**config.mk**
```make
export PLATFORM = sky130hd
export DESIGN_NAME = pin_sync
export DESIGN_NICKNAME = d
export VERILOG_FILES = /design/src/rtl/pin_sync_pkg.sv /design/src/rtl/pin_filt.sv /design/src/rtl/pin_sync.sv
export SDC_FILE = /design/constraint.sdc
export NUM_CORES = 1
export LEC_CHECK = 0
export CAP_MARGIN = 40
export CORE_ASPECT_RATIO = 1.1
export CORE_MARGIN = 5
export CORE_UTILIZATION = 55
export CTS_CLUSTER_SIZE = 20
export DETAILED_ROUTE_END_ITERATION = 12
export PLACE_DENSITY = 0.82
export SLEW_MARGIN = 20
export SYNTH_ARGS = -nofsm -noshare
export SYNTH_HDL_FRONTEND = slang
export SYNTH_SLANG_ARGS = --single-unit
```
**constraint.sdc**
```tcl
create_clock -name clk_cog -period 2.8 [get_ports clk_cog]
set_clock_uncertainty 0.2 [all_clocks]
set_input_delay 0.42 -clock clk_cog [delete_from_list [all_inputs] [get_ports clk_cog]]
set_output_delay 0.42 -clock clk_cog [all_outputs]
set_load 0.1 [all_outputs]
```
**src/rtl/pin_sync_pkg.sv**
```systemverilog
// -----------------------------------------------------------------------------
// pin_sync_pkg
// Shared definitions for the pad input conditioning stage (pin_sync/pin_filt).
//   - default sizing constants
//   - filt_max(): stability count a pin must reach before a change is accepted
//   - pin_state_t: registered per-pin conditioned state (level + edge pulses)
//   - filt_act_e : per-cycle decision taken by the per-pin glitch filter
// Optional feature macro used by the importing modules: PIN_SYNC_EVENT_LATCH_EN
// -----------------------------------------------------------------------------
package pin_sync_pkg;

   localparam int NUMPINS_DEF     = 32;
   localparam int SYNC_STAGES_DEF = 2;
   localparam int FILT_BITS_DEF   = 3;
   localparam int PRESCALE_W_DEF  = 8;

   // Saturation value of the stability counter: 2^bits - 1.
   function automatic int filt_max(input int bits);
      return (1 << bits) - 1;
   endfunction

   // Registered conditioned state of one pin.
   typedef struct packed {
      logic pin;    // conditioned level
      logic rise;   // 0->1 pulse, same edge as the level update
      logic fall;   // 1->0 pulse, same edge as the level update
   } pin_state_t;

   // What the filter does to one pin on the current edge.
   typedef enum logic [2:0] {
      ACT_FOLLOW,   // filter disabled: copy synced level, counter cleared
      ACT_CLEAR,    // synced agrees with pin_in: counter cleared
      ACT_HOLD,     // mismatch but no tick: counter holds
      ACT_COUNT,    // mismatch on a tick below saturation: counter increments
      ACT_ACCEPT    // mismatch on a tick at saturation: take new level
   } filt_act_e;

endpackage : pin_sync_pkg

```
**src/rtl/pin_filt.sv**
```systemverilog
// -----------------------------------------------------------------------------
// pin_filt
// One pad input: SYNC_STAGES-deep synchroniser, optional glitch filter with a
// stability counter advanced by the shared tick, registered level and one-cycle
// rise/fall pulses. Optional sticky event bits under PIN_SYNC_EVENT_LATCH_EN.
//
// Ports
//   clk_cog     in   clock
//   res         in   synchronous active-high reset
//   raw_i       in   asynchronous pad level
//   ena_i       in   filter enable (synchronous)
//   tick_i      in   filter tick from the shared prescaler
//   pin_o       out  conditioned level (registered)
//   rise_o      out  one-cycle pulse on 0->1 of pin_o
//   fall_o      out  one-cycle pulse on 1->0 of pin_o
//   evt_clr_i   in   clear for sticky event bits      (PIN_SYNC_EVENT_LATCH_EN)
//   evt_rise_o  out  sticky rise event                (PIN_SYNC_EVENT_LATCH_EN)
//   evt_fall_o  out  sticky fall event                (PIN_SYNC_EVENT_LATCH_EN)
// -----------------------------------------------------------------------------
module pin_filt
   import pin_sync_pkg::*;
#(
   parameter int SYNC_STAGES = SYNC_STAGES_DEF,
   parameter int FILT_BITS   = FILT_BITS_DEF
) (
   input  logic clk_cog,
   input  logic res,
   input  logic raw_i,
   input  logic ena_i,
   input  logic tick_i,
   output logic pin_o,
   output logic rise_o,
   output logic fall_o
`ifdef PIN_SYNC_EVENT_LATCH_EN
   ,
   input  logic evt_clr_i,
   output logic evt_rise_o,
   output logic evt_fall_o
`endif
);

   localparam logic [FILT_BITS-1:0] CNT_MAX = FILT_BITS'(filt_max(FILT_BITS));

   logic [SYNC_STAGES-1:0] sync_q, sync_d;
   logic [FILT_BITS-1:0]   cnt_q, cnt_d;
   pin_state_t             st_q, st_d;
   filt_act_e              act;
   logic                   synced;
   logic                   pin_nxt;

   always_comb begin
      // NOTE: every combinational output gets a default first so no path
      // through the case below can leave a value unassigned and infer a latch.
      sync_d  = {sync_q[SYNC_STAGES-2:0], raw_i};  // pure shift, no logic between stages
      synced  = sync_q[SYNC_STAGES-1];
      cnt_d   = cnt_q;
      pin_nxt = st_q.pin;

      if (!ena_i)                 act = ACT_FOLLOW;
      else if (synced == st_q.pin) act = ACT_CLEAR;
      else if (!tick_i)           act = ACT_HOLD;
      else if (cnt_q == CNT_MAX)  act = ACT_ACCEPT;
      else                        act = ACT_COUNT;

      case (act)
         ACT_FOLLOW: begin
            pin_nxt = synced;
            cnt_d   = '0;
         end
         ACT_CLEAR:  cnt_d = '0;
         ACT_HOLD:   cnt_d = cnt_q;
         ACT_COUNT:  cnt_d = cnt_q + 1'b1;
         ACT_ACCEPT: begin
            pin_nxt = synced;
            cnt_d   = '0;
         end
         default:    cnt_d = '0;
      endcase

      st_d.pin  = pin_nxt;
      st_d.rise = pin_nxt & ~st_q.pin;
      st_d.fall = ~pin_nxt & st_q.pin;
   end

   // NOTE: sequential state uses non-blocking assignments so all flops sample
   // the pre-edge values, which keeps the synchroniser a true shift chain.
   always_ff @(posedge clk_cog) begin
      // NOTE: synchroniser flops are reset too, so after release a pin held
      // high is seen as a genuine 0->1 transition and produces a rise pulse.
      if (res) begin
         sync_q <= '0;
         cnt_q  <= '0;
         st_q   <= '0;
      end else begin
         sync_q <= sync_d;
         cnt_q  <= cnt_d;
         st_q   <= st_d;
      end
   end

   assign pin_o  = st_q.pin;
   assign rise_o = st_q.rise;
   assign fall_o = st_q.fall;

`ifdef PIN_SYNC_EVENT_LATCH_EN
   logic evt_rise_q, evt_rise_d;
   logic evt_fall_q, evt_fall_d;

   // Set comes from the registered pulse and wins over a coincident clear.
   always_comb begin
      evt_rise_d = st_q.rise | (evt_rise_q & ~evt_clr_i);
      evt_fall_d = st_q.fall | (evt_fall_q & ~evt_clr_i);
   end

   always_ff @(posedge clk_cog) begin
      if (res) begin
         evt_rise_q <= 1'b0;
         evt_fall_q <= 1'b0;
      end else begin
         evt_rise_q <= evt_rise_d;
         evt_fall_q <= evt_fall_d;
      end
   end

   assign evt_rise_o = evt_rise_q;
   assign evt_fall_o = evt_fall_q;
`endif

endmodule : pin_filt

```
**src/rtl/pin_sync.sv**
```systemverilog
// -----------------------------------------------------------------------------
// pin_sync
// Input conditioning stage feeding the core's pin_in bus. Synchronises NUMPINS
// asynchronous pads into clk_cog, optionally glitch-filters each pin, and emits
// one-cycle rise/fall pulses. A single prescaler provides the filter tick
// shared by all pins. All outputs are registered.
//
// Ports
//   clk_cog   in   cog clock (only clock)
//   res       in   synchronous active-high reset
//   pin_raw   in   [NUMPINS]    asynchronous pad inputs
//   filt_ena  in   [NUMPINS]    per-pin filter enable
//   prescale  in   [PRESCALE_W] tick every prescale+1 cycles
//   pin_in    out  [NUMPINS]    conditioned pin state
//   pin_rise  out  [NUMPINS]    one-cycle 0->1 pulses
//   pin_fall  out  [NUMPINS]    one-cycle 1->0 pulses
//   evt_clr   in   [NUMPINS]    sticky event clear  (PIN_SYNC_EVENT_LATCH_EN)
//   evt_rise  out  [NUMPINS]    sticky rise events  (PIN_SYNC_EVENT_LATCH_EN)
//   evt_fall  out  [NUMPINS]    sticky fall events  (PIN_SYNC_EVENT_LATCH_EN)
//
// Optional feature macro: PIN_SYNC_EVENT_LATCH_EN
// -----------------------------------------------------------------------------
module pin_sync
   import pin_sync_pkg::*;
#(
   parameter int NUMPINS     = NUMPINS_DEF,
   parameter int SYNC_STAGES = SYNC_STAGES_DEF,   // legal 2..4
   parameter int FILT_BITS   = FILT_BITS_DEF,
   parameter int PRESCALE_W  = PRESCALE_W_DEF
) (
   input  logic                  clk_cog,
   input  logic                  res,
   input  logic [NUMPINS-1:0]    pin_raw,
   input  logic [NUMPINS-1:0]    filt_ena,
   input  logic [PRESCALE_W-1:0] prescale,
   output logic [NUMPINS-1:0]    pin_in,
   output logic [NUMPINS-1:0]    pin_rise,
   output logic [NUMPINS-1:0]    pin_fall
`ifdef PIN_SYNC_EVENT_LATCH_EN
   ,
   input  logic [NUMPINS-1:0]    evt_clr,
   output logic [NUMPINS-1:0]    evt_rise,
   output logic [NUMPINS-1:0]    evt_fall
`endif
);

   // Prescaler: down-counter that ticks and reloads when it reaches zero.
   // Reset leaves it at zero, so the first cycle out of reset ticks. A new
   // prescale value is only picked up at a reload.
   logic [PRESCALE_W-1:0] presc_q, presc_d;
   logic                  tick;

   always_comb begin
      tick    = (presc_q == '0);
      presc_d = tick ? prescale : presc_q - 1'b1;
   end

   always_ff @(posedge clk_cog) begin
      if (res) presc_q <= '0;
      else     presc_q <= presc_d;
   end

   for (genvar g = 0; g < NUMPINS; g++) begin : g_pin
      pin_filt #(
         .SYNC_STAGES (SYNC_STAGES),
         .FILT_BITS   (FILT_BITS)
      ) u_pin_filt (
         .clk_cog    (clk_cog),
         .res        (res),
         .raw_i      (pin_raw[g]),
         .ena_i      (filt_ena[g]),
         .tick_i     (tick),
         .pin_o      (pin_in[g]),
         .rise_o     (pin_rise[g]),
         .fall_o     (pin_fall[g])
`ifdef PIN_SYNC_EVENT_LATCH_EN
         ,
         .evt_clr_i  (evt_clr[g]),
         .evt_rise_o (evt_rise[g]),
         .evt_fall_o (evt_fall[g])
`endif
      );
   end

endmodule : pin_sync
```
==> flow_metrics.tcl <==
set metrics [dict create \
    placementRows 55 \
    final_util_pct 64.83 \
    area_delta_synth_final_pct 15.47 \
    cts_setup_buffers 0 \
    hp-start "g_pin[18].u_pin_filt.sync_q[0]$_SDFF_PP0_" \
    p_int_mw 6.640 \
    top_layer "met5" \
    ys_async_sr_fraction_pct 0 \
    crit-reg2reg-launch "presc_q[0]$_SDFF_PP0_" \
    fin_tns_setup_ns 0 \
    cts-buffers-inserted 27 \
    cts_buffer_depth 3 \
    required_ns 3.05 \
    ys_seq_elements 264 \
    drt_iter0_markers 608 \
    path_cells "inv_1 -> ha_1 -> or3b_4 -> buf_12 -> or4_1 -> a21oi_1" \
    p_seq_share_pct 40.2 \
    synth_nets 1314 \
    clock_sinks 264 \
    syn_inst 1175 \
    finalWirelength_microns 22100 \
    whs_ns 0.2350 \
    hpwl_microns 14190 \
    antenna_found_initial 1 \
    portBuffers 169 \
    die-area_sq_um 24150 \
    cpPeakStageDelay_ns 0.64 \
    power_mw 9.974 \
    final.period_utilization_pct 88.56 \
    cellPowerDensity_nw_per_um2 742.8 \
    reg2reg_to "g_pin[15].u_pin_filt.cnt_q[0]$_SDFFE_PP0P_" \
    yosys.area.top_type "dfxtp_1" \
    wl_met2_microns 10450 \
    ys.warnings.count 0 \
    vias_per_cell 5.461 \
    clk_latency_ns 0.53 \
    cts.htree.levels 1 \
    track_usage_pct 17.83 \
    start_kind "register" \
    grt_max_degree 105 \
    yosysMostFrequentCell "dfxtp_1" \
    hold_viol_final 0 \
    holdPathEnd "g_pin[18].u_pin_filt.sync_q[1]$_SDFF_PP0_" \
    initial_core_util_pct 56.14 \
    cts_tree "done" \
    min_period_ns 2.480 \
    critPathCaptureType "register" \
    die_w_microns 148.6 \
    vdd_drop_max_mv 0.6310 \
    grt-ovfl-total 0 \
    setup_viol 0 \
    crit_buf_inv 2 \
    min_path_type "register to register" \
    n_antenna_cell 0 \
    drv_cap 0 \
    vias 8279 \
    critPathKind "register to register" \
    synth_flop_cell "dfxtp_1" \
    fp.dieH_microns 162.5 \
    drive_above_1_share_pct 12.51 \
    wl_met3_microns 1251 \
    report.final.slew_viol_count 0 \
    synth_area_sq_um 11630 \
    crit_arrival_ns 2.73 \
    fmax_mhz 403.3 \
    pin_count 170 \
    gp_congestion 0.7228 \
    synth_top_cell_area_share_pct 45.45 \
    grt_pass1_wl_microns 37560 \
    p_sw_mw 3.334 \
    regToRegSetupSlack_ns 0.32 \
    rsz0062_at_grt "false" \
    worstHoldPathCells 1 \
    drtAntennaViolNets 0 \
    status "completed" \
    syn_area_per_cell_sq_um 9.897 \
    yosysSeqAreaShare_pct 45.45 \
    crit_fanout 71 \
    yosys-top-cells-count "dfxtp_1 (264), a21oi_1 (98), o21ai_0 (97)" \
    synth_edf_count 0 \
    power.share.clock_pct 34.5 \
    p_sw_share_pct 33.42 \
    nNetsFinal 1352 \
    synth_top_cells_by_area "dfxtp_1 (45%), ha_1 (7.0%), buf_4 (6.2%), nand4b_1 (4.8%), nor4b_1 (4.8%)" \
    crit_slowest_cell "or3b_4" \
    cts_root_buffer "clkbuf_16" \
    comb_power_share_pct 25.3 \
    yosysUniqueCellTypes 32 \
    grt_pass1_vias 8031 \
    clk_pin_slew_ns 0.06 \
    route.detailed.drc 0 \
    relSlewSlack_pct 60.20 \
    drtPass1Iterations 4 \
    core_area_sq_um 20710 \
    r2r_cells 6 \
    worst_pin_slew_ns 0.5970 \
    wl_per_cell_microns 14.58 \
    m1WireLength_microns 10030 \
    power.leakage_nw 5.155 \
    cp_top_family "simple AND/OR/NAND/NOR gates" \
]
-- state kept, by name, indices dropped and copies added, names as in the netlist --
register and flops:
g_pin.u_pin_filt.cnt_q 96, g_pin.u_pin_filt.sync_q 64, g_pin.u_pin_filt.fall_o 32, g_pin.u_pin_filt.pin_o 32
g_pin.u_pin_filt.rise_o 32, presc_q 8
-- per-layer routing --
layer  track usage [%]  vias up
met4             4.326        2
met3             3.841       35
met2             29.75      158
met5                 0        -
li1                  -     4192
met1             23.67     3892
-- what timing repair did --
item,CTS,global route
gates resized for setup,0,0
hold endpoints to repair,1,0
hold buffers,1,0
-- cell usage in the layout (no fill, tap or decap), types with 2 or more instances in the layout --
master,count
nand4b_1,64
o31ai_1,2
a31oi_1,32
buf_4,101
buf_12,6
nor4b_1,64
nand2_1,2
clkinvlp_4,2
o21ai_0,97
or4_1,34
clkinv_2,5
or3_1,33
xnor2_1,33
nand2b_1,64
nor2b_1,64
inv_1,35
clkbuf_8,7
mux2i_1,32
ha_1,65
nor3_1,7
a21oi_1,98
a211oi_1,3
clkbuf_16,27
clkdlybuf4s50_1,72
dfxtp_1,264
a311oi_1,2
clkbuf_1,5
-- worst max path at each step --
stage,end,from,slack (ns),cells after the start
after floorplan,g_pin[10].u_pin_filt.cnt_q[0]$_SDFFE_PP0P_,presc_q[0]$_SDFF_PP0_,0.72,7
after global placement,presc_q[7]$_SDFF_PP0_,presc_q[0]$_SDFF_PP0_,0.32,6
after detailed placement,g_pin[6].u_pin_filt.cnt_q[0]$_SDFFE_PP0P_,presc_q[0]$_SDFF_PP0_,0.39,6
after CTS,g_pin[15].u_pin_filt.cnt_q[0]$_SDFFE_PP0P_,presc_q[0]$_SDFF_PP0_,0.32,6
after global routing,g_pin[12].u_pin_filt.cnt_q[0]$_SDFFE_PP0P_,presc_q[0]$_SDFF_PP0_,0.23,6
final,g_pin[15].u_pin_filt.cnt_q[0]$_SDFFE_PP0P_,presc_q[0]$_SDFF_PP0_,0.32,6
-- power groups by stage --
| stage | Sequential [mW] | Combinational (mW) | Clock (mW) |
|---|---|---|---|
| after floorplan | 4.04 | 1.97 | 0 |
| after global placement | 4.08 | 2.45 | 0 |
| after detailed placement | 4.09 | 2.51 | 0 |
| after CTS | 4.01 | 2.53 | 3.54 |
| after global routing | 4.02 | 2.77 | 3.71 |
| final | 4.01 | 2.52 | 3.44 |
-- cell families after synthesis --
family / synth area share (%)
AOI/OAI and AO/OA: 10.86
xor gates and xnor gates: 2.485
adders and majority gates: 6.994
buffers and inverters: 10.14
DFF: 45.45
muxes: 2.754
and+or+nand+nor: 21.33
-- area by class of cell --
cell class	instances	area (sq um)
clock buffers	39	790.8
repair buffers	181	1620
fillers	1662	7286
well taps	285	356.6
multi-input cells	704	5174
flip-flops and latches	264	5285
clock inverters	8	70.07
inverters	35	131.4
-- through the flow --
stage	cell area (sq um)	std cells	setup WS [ns]
after floorplan	11630	1175	0.7230
after global placement	12540	1467	0.3180
after detailed placement	12560	1468	0.3925
after CTS	13430	1516	0.3219
after global routing	13430	1516	0.2286
final	13430	1516	0.3204
No activity file was read; power rests on OpenSTA's default activity.
